--- src/rtl/cpu_pkg.sv ---
// rtl/cpu_pkg.sv - shared CPU types: sequencer states, ALU opcodes, condition codes, field positions
package cpu_pkg;

   typedef enum logic [3:0] {
      ST_FETCH    = 4'd0,
      ST_DECODE   = 4'd1,
      ST_DISPATCH = 4'd2,
      ST_DP       = 4'd3,
      ST_MADDR    = 4'd4,
      ST_MREAD    = 4'd5,
      ST_MWB      = 4'd6,
      ST_MWRITE   = 4'd7,
      ST_RESTORE  = 4'd8,
      ST_LINK     = 4'd9,
      ST_BRANCH   = 4'd10
   } state_t;

   localparam logic [3:0] ALU_AND = 4'h0, ALU_EOR = 4'h1, ALU_SUB = 4'h2, ALU_RSB = 4'h3;
   localparam logic [3:0] ALU_ADD = 4'h4, ALU_ADC = 4'h5, ALU_SBC = 4'h6, ALU_RSC = 4'h7;
   localparam logic [3:0] ALU_TST = 4'h8, ALU_TEQ = 4'h9, ALU_CMP = 4'hA, ALU_CMN = 4'hB;
   localparam logic [3:0] ALU_ORR = 4'hC, ALU_MOV = 4'hD, ALU_BIC = 4'hE, ALU_MVN = 4'hF;

   localparam logic [3:0] CC_EQ = 4'h0, CC_NE = 4'h1, CC_CS = 4'h2, CC_CC = 4'h3;
   localparam logic [3:0] CC_MI = 4'h4, CC_PL = 4'h5, CC_VS = 4'h6, CC_VC = 4'h7;
   localparam logic [3:0] CC_HI = 4'h8, CC_LS = 4'h9, CC_GE = 4'hA, CC_LT = 4'hB;
   localparam logic [3:0] CC_GT = 4'hC, CC_LE = 4'hD, CC_AL = 4'hE, CC_NV = 4'hF;

   localparam int F_COND_LSB   = 28;
   localparam int F_CLASS_LSB  = 25;
   localparam int F_IMM        = 25;
   localparam int F_BR_LINK    = 24;
   localparam int F_OPCODE_LSB = 21;
   localparam int F_UP         = 23;
   localparam int F_SETFLAGS   = 20;
   localparam int F_LOAD       = 20;
   localparam int F_RN_LSB     = 16;
   localparam int F_RD_LSB     = 12;
   localparam int F_RM_LSB     = 0;

   localparam int FLAG_N = 3, FLAG_Z = 2, FLAG_C = 1, FLAG_V = 0;

   typedef struct packed {
      logic       addrout1;
      logic       addrwrite;
      logic       addrin1;
      logic       addrin2;
      logic       inc_en;
      logic       instrin;
      logic       memwrite;
      logic       regwrite;
      logic       pcwrite;
      logic       memtoreg;
      logic       immsel;
      logic       flagwrite;
      logic [3:0] aluop;
      logic [3:0] rn;
      logic [3:0] rd;
      logic [3:0] rm;
   } ctrl_t;

   // TST/TEQ/CMP/CMN only update flags and never write a register
   function automatic logic is_test_op(input logic [3:0] op);
      return op[3:2] == 2'b10;
   endfunction

endpackage

--- src/rtl/control_sequencer_if.sv ---
// rtl/control_sequencer_if.sv - instruction/flag inputs and datapath strobes of the control sequencer
interface control_sequencer_if;
   logic [31:0] instruction;
   logic [3:0]  flags;
   logic        c_addrout1;
   logic        c_addrwrite;
   logic        c_addrin1;
   logic        c_addrin2;
   logic        c_incrementEnable;
   logic        c_instrin;
   logic        c_memwrite;
   logic        c_regwrite;
   logic        c_pcwrite;
   logic        c_memtoreg;
   logic        c_immsel;
   logic        c_flagwrite;
   logic [3:0]  c_aluop;
   logic [3:0]  c_rn;
   logic [3:0]  c_rd;
   logic [3:0]  c_rm;
   logic        undef;
   logic [3:0]  state;

   modport master (
      input  instruction, flags,
      output c_addrout1, c_addrwrite, c_addrin1, c_addrin2, c_incrementEnable,
             c_instrin, c_memwrite, c_regwrite, c_pcwrite, c_memtoreg, c_immsel,
             c_flagwrite, c_aluop, c_rn, c_rd, c_rm, undef, state
   );

   modport slave (
      output instruction, flags,
      input  c_addrout1, c_addrwrite, c_addrin1, c_addrin2, c_incrementEnable,
             c_instrin, c_memwrite, c_regwrite, c_pcwrite, c_memtoreg, c_immsel,
             c_flagwrite, c_aluop, c_rn, c_rd, c_rm, undef, state
   );
endinterface

--- src/rtl/control_sequencer_cond_check.sv ---
// rtl/control_sequencer_cond_check.sv - ARM condition field evaluation against {N,Z,C,V}
module cond_check
   import cpu_pkg::*;
(
   input  logic [3:0] i_cond,
   input  logic [3:0] i_flags,
   output logic       o_pass
);
   logic w_n, w_z, w_c, w_v;

   assign w_n = i_flags[FLAG_N];
   assign w_z = i_flags[FLAG_Z];
   assign w_c = i_flags[FLAG_C];
   assign w_v = i_flags[FLAG_V];

   always_comb begin
      o_pass = 1'b0;
      case (i_cond)
         CC_EQ: o_pass = w_z;
         CC_NE: o_pass = !w_z;
         CC_CS: o_pass = w_c;
         CC_CC: o_pass = !w_c;
         CC_MI: o_pass = w_n;
         CC_PL: o_pass = !w_n;
         CC_VS: o_pass = w_v;
         CC_VC: o_pass = !w_v;
         CC_HI: o_pass = w_c && !w_z;
         CC_LS: o_pass = !w_c || w_z;
         CC_GE: o_pass = (w_n == w_v);
         CC_LT: o_pass = (w_n != w_v);
         CC_GT: o_pass = !w_z && (w_n == w_v);
         CC_LE: o_pass = w_z || (w_n != w_v);
         CC_AL: o_pass = 1'b1;
         default: o_pass = 1'b0;
      endcase
   end
endmodule

--- src/rtl/control_sequencer.sv ---
// rtl/control_sequencer.sv - multicycle FETCH/DECODE/execute sequencer driving all datapath strobes
module control_sequencer
   import cpu_pkg::*;
(
   input  logic                 clk,
   input  logic                 reset,
   control_sequencer_if.master  bus
);
   state_t      r_state;
   state_t      w_next;
   ctrl_t       r_ctrl;
   ctrl_t       w_ctrl;
   logic        r_undef;
   logic        w_set_undef;
   logic        w_pass;
   logic [31:0] w_instr;
   logic [2:0]  w_class;

   assign w_instr = bus.instruction;
   assign w_class = w_instr[F_CLASS_LSB +: 3];

   cond_check u_cond_check (
      .i_cond  (w_instr[F_COND_LSB +: 4]),
      .i_flags (bus.flags),
      .o_pass  (w_pass)
   );

   // Strobes are registered from the next-state decode so they line up with the state they belong to
   always_ff @(posedge clk) begin
      if (reset) begin
         r_state        <= ST_FETCH;
         r_ctrl         <= '0;
         r_ctrl.addrout1 <= 1'b1;
         r_undef        <= 1'b0;
      end else begin
         r_state <= w_next;
         r_ctrl  <= w_ctrl;
         if (w_set_undef) begin
            r_undef <= 1'b1;
         end
      end
   end

   always_comb begin
      w_next      = ST_FETCH;
      w_set_undef = 1'b0;
      case (r_state)
         ST_FETCH:    w_next = ST_DECODE;
         ST_DECODE:   w_next = ST_DISPATCH;
         ST_DISPATCH: begin
            if (w_pass) begin
               casez (w_class)
                  3'b00?:  w_next = ST_DP;
                  3'b01?:  w_next = ST_MADDR;
                  3'b101:  w_next = w_instr[F_BR_LINK] ? ST_LINK : ST_BRANCH;
                  default: w_set_undef = 1'b1;
               endcase
            end
         end
         ST_DP:       w_next = ST_FETCH;
         ST_MADDR:    w_next = w_instr[F_LOAD] ? ST_MREAD : ST_MWRITE;
         ST_MREAD:    w_next = ST_MWB;
         ST_MWB:      w_next = ST_RESTORE;
         ST_MWRITE:   w_next = ST_RESTORE;
         ST_RESTORE:  w_next = ST_FETCH;
         ST_LINK:     w_next = ST_BRANCH;
         ST_BRANCH:   w_next = ST_FETCH;
         default:     w_next = ST_FETCH;
      endcase
   end

   always_comb begin
      w_ctrl = '0;
      case (w_next)
         ST_FETCH: w_ctrl.addrout1 = 1'b1;
         ST_DECODE: begin
            w_ctrl.instrin   = 1'b1;
            w_ctrl.addrwrite = 1'b1;
            w_ctrl.addrin2   = 1'b1;
            w_ctrl.inc_en    = 1'b1;
            w_ctrl.pcwrite   = 1'b1;
         end
         ST_DP: begin
            w_ctrl.aluop     = w_instr[F_OPCODE_LSB +: 4];
            w_ctrl.rn        = w_instr[F_RN_LSB +: 4];
            w_ctrl.rd        = w_instr[F_RD_LSB +: 4];
            w_ctrl.rm        = w_instr[F_RM_LSB +: 4];
            w_ctrl.immsel    = w_instr[F_IMM];
            w_ctrl.flagwrite = w_instr[F_SETFLAGS];
            w_ctrl.regwrite  = !is_test_op(w_instr[F_OPCODE_LSB +: 4]);
         end
         ST_MADDR: begin
            // Load/store I bit is inverted: 0 selects the 12-bit immediate offset
            w_ctrl.aluop     = w_instr[F_UP] ? ALU_ADD : ALU_SUB;
            w_ctrl.rn        = w_instr[F_RN_LSB +: 4];
            w_ctrl.rm        = w_instr[F_RM_LSB +: 4];
            w_ctrl.immsel    = !w_instr[F_IMM];
            w_ctrl.addrwrite = 1'b1;
            w_ctrl.addrin1   = 1'b1;
         end
         ST_MREAD: w_ctrl.addrout1 = 1'b1;
         ST_MWB: begin
            w_ctrl.regwrite = 1'b1;
            w_ctrl.memtoreg = 1'b1;
            w_ctrl.rd       = w_instr[F_RD_LSB +: 4];
         end
         ST_MWRITE: begin
            w_ctrl.addrout1 = 1'b1;
            w_ctrl.memwrite = 1'b1;
            w_ctrl.rd       = w_instr[F_RD_LSB +: 4];
         end
         ST_RESTORE: begin
            w_ctrl.aluop     = ALU_MOV;
            w_ctrl.rm        = 4'd15;
            w_ctrl.addrwrite = 1'b1;
            w_ctrl.addrin1   = 1'b1;
         end
         ST_LINK: begin
            w_ctrl.aluop    = ALU_MOV;
            w_ctrl.rm       = 4'd15;
            w_ctrl.rd       = 4'd14;
            w_ctrl.regwrite = 1'b1;
         end
         ST_BRANCH: begin
            w_ctrl.aluop     = ALU_ADD;
            w_ctrl.rn        = 4'd15;
            w_ctrl.immsel    = 1'b1;
            w_ctrl.addrwrite = 1'b1;
            w_ctrl.addrin1   = 1'b1;
            w_ctrl.regwrite  = 1'b1;
            w_ctrl.rd        = 4'd15;
         end
         default: w_ctrl = '0;
      endcase
   end

   assign bus.c_addrout1        = r_ctrl.addrout1;
   assign bus.c_addrwrite       = r_ctrl.addrwrite;
   assign bus.c_addrin1         = r_ctrl.addrin1;
   assign bus.c_addrin2         = r_ctrl.addrin2;
   assign bus.c_incrementEnable = r_ctrl.inc_en;
   assign bus.c_instrin         = r_ctrl.instrin;
   assign bus.c_memwrite        = r_ctrl.memwrite;
   assign bus.c_regwrite        = r_ctrl.regwrite;
   assign bus.c_pcwrite         = r_ctrl.pcwrite;
   assign bus.c_memtoreg        = r_ctrl.memtoreg;
   assign bus.c_immsel          = r_ctrl.immsel;
   assign bus.c_flagwrite       = r_ctrl.flagwrite;
   assign bus.c_aluop           = r_ctrl.aluop;
   assign bus.c_rn              = r_ctrl.rn;
   assign bus.c_rd              = r_ctrl.rd;
   assign bus.c_rm              = r_ctrl.rm;
   assign bus.undef             = r_undef;
   assign bus.state             = r_state;
endmodule

--- src/flat_wrapper.sv ---
// flat-port wrapper written by rule: the top's interface ports become plain ports
module control_sequencer_flat import cpu_pkg::*;
  (clk, reset, bus_instruction, bus_flags, bus_c_addrout1, bus_c_addrwrite, bus_c_addrin1, bus_c_addrin2, bus_c_incrementEnable, bus_c_instrin, bus_c_memwrite, bus_c_regwrite, bus_c_pcwrite, bus_c_memtoreg, bus_c_immsel, bus_c_flagwrite, bus_c_aluop, bus_c_rn, bus_c_rd, bus_c_rm, bus_undef, bus_state);
  control_sequencer_if bus_i ();
  input  logic clk;
  input  logic reset;
  input wire logic [$bits(bus_i.instruction)-1:0] bus_instruction;
  input wire logic [$bits(bus_i.flags)-1:0] bus_flags;
  output wire logic [$bits(bus_i.c_addrout1)-1:0] bus_c_addrout1;
  output wire logic [$bits(bus_i.c_addrwrite)-1:0] bus_c_addrwrite;
  output wire logic [$bits(bus_i.c_addrin1)-1:0] bus_c_addrin1;
  output wire logic [$bits(bus_i.c_addrin2)-1:0] bus_c_addrin2;
  output wire logic [$bits(bus_i.c_incrementEnable)-1:0] bus_c_incrementEnable;
  output wire logic [$bits(bus_i.c_instrin)-1:0] bus_c_instrin;
  output wire logic [$bits(bus_i.c_memwrite)-1:0] bus_c_memwrite;
  output wire logic [$bits(bus_i.c_regwrite)-1:0] bus_c_regwrite;
  output wire logic [$bits(bus_i.c_pcwrite)-1:0] bus_c_pcwrite;
  output wire logic [$bits(bus_i.c_memtoreg)-1:0] bus_c_memtoreg;
  output wire logic [$bits(bus_i.c_immsel)-1:0] bus_c_immsel;
  output wire logic [$bits(bus_i.c_flagwrite)-1:0] bus_c_flagwrite;
  output wire logic [$bits(bus_i.c_aluop)-1:0] bus_c_aluop;
  output wire logic [$bits(bus_i.c_rn)-1:0] bus_c_rn;
  output wire logic [$bits(bus_i.c_rd)-1:0] bus_c_rd;
  output wire logic [$bits(bus_i.c_rm)-1:0] bus_c_rm;
  output wire logic [$bits(bus_i.undef)-1:0] bus_undef;
  output wire logic [$bits(bus_i.state)-1:0] bus_state;
  assign bus_i.instruction = bus_instruction;
  assign bus_i.flags = bus_flags;
  assign bus_c_addrout1 = bus_i.c_addrout1;
  assign bus_c_addrwrite = bus_i.c_addrwrite;
  assign bus_c_addrin1 = bus_i.c_addrin1;
  assign bus_c_addrin2 = bus_i.c_addrin2;
  assign bus_c_incrementEnable = bus_i.c_incrementEnable;
  assign bus_c_instrin = bus_i.c_instrin;
  assign bus_c_memwrite = bus_i.c_memwrite;
  assign bus_c_regwrite = bus_i.c_regwrite;
  assign bus_c_pcwrite = bus_i.c_pcwrite;
  assign bus_c_memtoreg = bus_i.c_memtoreg;
  assign bus_c_immsel = bus_i.c_immsel;
  assign bus_c_flagwrite = bus_i.c_flagwrite;
  assign bus_c_aluop = bus_i.c_aluop;
  assign bus_c_rn = bus_i.c_rn;
  assign bus_c_rd = bus_i.c_rd;
  assign bus_c_rm = bus_i.c_rm;
  assign bus_undef = bus_i.undef;
  assign bus_state = bus_i.state;
  control_sequencer u_core (.clk(clk), .reset(reset), .bus(bus_i));
endmodule
--- config.mk ---
export PLATFORM = sky130hd
export DESIGN_NAME = control_sequencer_flat
export DESIGN_NICKNAME = d
export VERILOG_FILES = /design/src/rtl/cpu_pkg.sv /design/src/rtl/control_sequencer_if.sv /design/src/rtl/control_sequencer_cond_check.sv /design/src/rtl/control_sequencer.sv /design/src/flat_wrapper.sv
export SDC_FILE = /design/constraint.sdc
export NUM_CORES = 1
export LEC_CHECK = 0
export ABC_CLOCK_PERIOD_IN_PS = 3000
export BUFFER_PORTS_ARGS = -buffer_cell sky130_fd_sc_hd__buf_2
export CAP_MARGIN = 20
export CORE_ASPECT_RATIO = 0.7
export CORE_UTILIZATION = 40
export DETAILED_ROUTE_END_ITERATION = 6
export GPL_TIMING_DRIVEN = 0
export PLACE_DENSITY = 0.74
export RECOVER_POWER = 25
export SLEW_MARGIN = 20
export SYNTH_ARGS = -nofsm -noshare
export SYNTH_HDL_FRONTEND = slang
export SYNTH_SLANG_ARGS = --single-unit
--- constraint.sdc ---
create_clock -name clk -period 3 [get_ports clk]
set_input_delay 0.45 -clock clk [delete_from_list [all_inputs] [get_ports clk]]
set_output_delay 0.45 -clock clk [all_outputs]
set_load 0.03 [all_outputs]
Word-level counts from Yosys, hierarchy flattened
Index checks and enable logic that the tools add are counted.

Word-level logic and storage cells: 101. Register bits: 33. Bits of input ports: 38. Output and inout port bits: 33.

Mux-type cells: 23. Bitwise gates (word level): 1. Equal/unequal tests: 35. Reduce and logical (&&, ||, !) cells: 24.

Operator list (count): == test 4 x 3 -> 1 bit, second input constant (12); == test 4 bit, second input constant (11); case mux 4 bit (7 select lines) (1); case mux 4 bit (3 select lines) (2); == test 4 x 2 -> 1 bit, second input constant (4); case mux 4 bit (2 select lines) (2); case mux 4 bit (4 select lines) (1); case mux 1 bit (15 select lines) (1); OR reduction 3 bit (5); == test 4 x 1 -> 1 bit, second input constant (3); zero test 4 bit (3); 2-to-1 mux 1 bit (9); OR reduction 2 bit (4); zero test 1 bit (6); 2-to-1 mux 3 bit (2); 2-to-1 mux 2 bit (2); 2-to-1 mux 4 bit (1); OR reduction 4 bit (1); == test 3 bit, second input constant (1); case mux 1 bit (3 select lines) (1); == test 2 x 1 -> 1 bit, second input constant (1); == test 2 bit, second input constant (1); logical AND 1 bit (2); zero test 2 bit (1); 5 further kinds (6).

Logic depth before layout (Yosys ltp)
Word-level depth: 8. Mapped depth: 8. Mapped depth without buffers: 7.

Hierarchy
A second synthesis with hierarchy kept.

Cell total of the unflattened synthesis: 159. Area total of the unflattened synthesis: 1465.2 um^2.

Modules (own cells, without submodules): control_sequencer (instances 1, sequential area each 600.6 um^2, area an instance 1271.2 um^2, cells an instance 131); cond_check (instances 1, sequential area each 0.0 um^2, area an instance 193.9 um^2, cells an instance 28).

Worst setup path after synthesis
Ideal clock, no wire load.

Path kind: input -> register. Start: input bus_instruction[30]. End: register u_core.r_ctrl (netlist bit u_core.bus.c_regwrite). Data arrival time: 2.385 ns. Stages on the path: 8. Data required time: 2.880 ns. Setup slack: 0.496 ns. Library setup time: 0.120 ns. Buffers on the path: 1. Cells stage by stage: buf_2 or4b_1 a311oi_1 a31oi_1 a31oi_4 a21oi_2 xnor2_1 a211o_1.

Word-level cells in the longest chain between the ends: 7. Elaborated cells on any way between the ends: 24. Those cells by class: eq/ne: 18; mux: 4; reduce/logical: 2.

RTL lines: start: declaration (RTL line flat_wrapper.sv:7) `input wire logic [$bits(bus_i.instruction)-1:0] bus_instruction;`; == test 4 bit (tied with other cells) (RTL line control_sequencer_cond_check.sv:18) `case (i_cond)`; case mux 1 bit (15 select lines) (*) (RTL line control_sequencer_cond_check.sv:18); 2-to-1 mux 4 bit (*) (RTL line control_sequencer.sv:51) `if (w_pass) begin`; case mux 4 bit (7 select lines) (*) (RTL line control_sequencer.sv:47) `case (r_state)`; == test 4 x 3 -> 1 bit / == test 4 bit (equally long branches) (RTL line control_sequencer.sv:74) `case (w_next)`; OR reduction 3 bit (no source line); case mux 1 bit (2 select lines) (*) (RTL line control_sequencer.sv:74); end signal: assignment (RTL line control_sequencer.sv:37) `r_ctrl <= w_ctrl;`; end: declaration (RTL line control_sequencer.sv:11) `ctrl_t r_ctrl;`.

Mark *: on every way between the ends. The rest lies on a longest branch, timed or not. A chain may end at the register's enable or synchronous reset.

Final worst setup path
Start: input bus_instruction[30]. End: register u_core.r_ctrl (netlist bit u_core.bus.c_immsel).

Word-level cells in the longest chain between the ends: 6. Elaborated cells on any way between the ends: 22. Those cells by class: eq/ne: 17; mux: 4; reduce/logical: 1.

RTL lines (RTL line): == test 4 bit (tied with other cells) (control_sequencer_cond_check.sv:18); case mux 1 bit (15 select lines) (*) (control_sequencer_cond_check.sv:18); 2-to-1 mux 4 bit (*) (control_sequencer.sv:51); case mux 4 bit (7 select lines) (*) (control_sequencer.sv:47); == test 4 bit (tied with other cells) (control_sequencer.sv:74); case mux 1 bit (3 select lines) (*) (control_sequencer.sv:74).

Marks and branches as above.

==> flow_metrics.tcl <==
set metrics [dict create \
    syn_area_per_cell_sq_um 9.417 \
    synth_area_leader_cell "dfxtp_1" \
    antennaDiodeCount 0 \
    synth_flop_cell "dfxtp_1" \
    cts-root-buf "clkbuf_8" \
    htree_num_levels 2 \
    ioPinCount 71 \
    synth_edf_count 0 \
    cts_inserted_buffers 5 \
    grt_max_degree 11 \
    peakVddDrop_v 0.0003412 \
    yosysWarnings 0 \
    status "complete, no violations" \
    cts_hold_buf 0 \
    end_kind "register" \
    routed_wl_microns 3147 \
    finClkSkew_ps 10.09 \
    drc 0 \
    clockBufferDepth 2 \
    ctsResizeCount 0 \
    fmax_ghz 0.4111 \
    die_w_microns 73.50 \
    syn_area_sq_mm 0.001431 \
    worst-path-max-fanout 10 \
    grt_overflow 0 \
    start_util_pct 43.70 \
    async_reset_ff_share_pct 0 \
    crit_slowest_cell "or4b_1" \
    relSlewSlack_pct 61.77 \
    drt_iter0_drc 51 \
    tightest_slew_ps 573.4 \
    hold_path_class "input port to register" \
    worst_ep_required_time_ps 3210 \
    die_h_microns 52.05 \
    coreArea_sq_mm 0.003276 \
    finalCriticalPeriod_ps 2432 \
    ys_types 49 \
    startpoint "bus_instruction[30]" \
    vias 1282 \
    dp_hpwl_microns 2439 \
    insertion_delay_ps 280 \
    fp-row-count 17 \
    hold_viol_final 0 \
    grt_pass1_vias 1110 \
    fin_setup_tns_ps 0 \
    vias_per_cell 4.820 \
    antenna_found_initial 0 \
    die-area_sq_mm 0.003826 \
    min_period_over_period_pct 81.08 \
    yosys.area.top_type_share_pct 41.96 \
    min_from "bus_instruction[20]" \
    synth.area.top_cells "dfxtp_1 (42%), a21o_1 (6.3%), nand2b_1 (4.4%)" \
    start_kind "input port" \
    timing.rr.start "u_core.bus.state[2]$_SDFF_PP0_" \
    rsz0062_at_grt "false" \
    wl_per_cell_microns 11.83 \
    first_pass_iters 5 \
    cts.clk_slew.worst_paths_ps 70 \
    drive_above_1_share_pct 31.96 \
    crit_chain "buf_2 > or4b_1 > a311oi_1 > a31oi_1 > a31oi_4 > a21oi_2 > nor4_4 > o21bai_1" \
    worstPathArrival_ps 2640 \
    cpPeakStageDelay_ps 520 \
    grt_usage_pct 17.79 \
    path_buf_inv 1 \
    slew_violations 0 \
    ant_nets 0 \
    syn_to_final_growth_pct 29.81 \
    place.port_buffers 59 \
    crit_type "input port to register" \
    drv_cap 0 \
    hold_ws_ps 353.3 \
    synth_seq_cells 30 \
    place_ws_ps 274.4 \
    syn_nets 190 \
    power.density_mw_per_mm2 494.8 \
    postCtsSetupRepairBufs 0 \
    syn_inst 152 \
    r2r_setup_slack_ps 900 \
    seq_area_frac_synth_pct 41.96 \
    fillCellCount 311 \
    fin_nets 256 \
    place.gp.congestion 0.8326 \
    cts.sinks 30 \
    cp_top_family "compound AO/OA/AOI/OAI gates" \
    cts_tree "done" \
    p_leak_uw 0.0009017 \
    grt_first_pass_wirelength_microns 4961 \
    finalSetupViolCount 0 \
    final.setup.worst_slack_ps 567.7 \
    p_total_uw 919.3 \
]
[worst paths after layout]
path                            cells past startpoint                          endpoint
worst max register to register                      6    u_core.bus.c_immsel$_SDFF_PP0_
worst max-delay path                                8    u_core.bus.c_immsel$_SDFF_PP0_
worst min register to register                      2     u_core.bus.undef$_SDFFE_PP0P_
worst min-delay path                                2  u_core.bus.c_memwrite$_SDFF_PP0_
[registers in the layout, indices dropped and copies added, names as in the netlist, 4 cells and up]
register / cells
u_core.bus.c_rn: 4
u_core.bus.c_rd: 4
u_core.bus.c_rm: 4
u_core.bus.c_aluop: 4
u_core.bus.state: 4
[per-stage QoR]
stage / instances / instance area, sq um / utilization, %
floorplan: 152 / 1431 / -
global placement: 258 / 1785 / 54.51
detailed placement: 258 / 1785 / 54.51
CTS: 266 / 1877 / 57.30
global route: 266 / 1858 / 56.72
finish: 266 / 1858 / 56.72
[cells by family (layout without fill, tap and decap cells)]
logic type                Yosys count  count (layout)  share of synthesized area, %
buffers and inverters              15              82                         4.982
xor gates and xnor gates            3               3                         1.836
and+or+nand+nor                    53              53                         22.90
DFF                                30              30                         41.96
AOI/OAI and AO/OA                  49              49                         26.84
muxes                               2               2                         1.486
[cell usage after synthesis, types with 3 or more instances]
cell type  instances
clkbuf_1           3
nand2_1            6
a21o_1            12
nor2_1            12
a22o_1             3
inv_1              6
nor2b_1            4
a21oi_1            9
nand2b_1          10
o21ai_0            7
buf_2              3
dfxtp_1           30
nor3_1             4
buf_4              3
[final cells by class]
type                    count  area [sq um]  share of cell area [%]
clock inverters             1         5.005                  0.2694
clock buffers               7         86.33                   4.646
plain buffers               9         48.80                   2.626
repair buffers             59         276.5                   14.88
inverters                   6         22.52                   1.212
multi-input cells         107         759.5                   40.88
flip-flops and latches     30         600.6                   32.32
well taps                  47         58.81                   3.165
[routing by layer]
| layer | up-vias | GRT usage (%) | share of wire, % |
|---|---|---|---|
| met5 | - | 0 | 0 |
| met4 | 0 | 7.692 | 1.5 |
| met3 | 7 | 7.171 | 6.7 |
| met2 | 37 | 23.70 | 39 |
| met1 | 562 | 24.82 | 52 |
| li1 | 676 | - | - |
[cell usage in the layout (no fill, tap or decap), types with 7 or more instances in the layout]
| cell type | n |
|---|---|
| o21ai_0 | 7 |
| dfxtp_1 | 30 |
| nor2_1 | 12 |
| a21o_1 | 12 |
| clkbuf_1 | 19 |
| a21oi_1 | 9 |
| buf_2 | 47 |
| nand2b_1 | 10 |
[worst register-to-register path: cells and delay by family, from the launching register on]
kind                   cells  cell delay, ps
AND/OR/NAND/NOR            2             880
buffers and inverters      1             200
AO/OA/AOI/OAI              3             660
flip-flops                 1             300
[report_power, final]
part           switching, uW  internal, uW
Sequential              7.53           410
Clock                    143           185
Combinational            110          63.6
(Power assumes the default switching activity.)
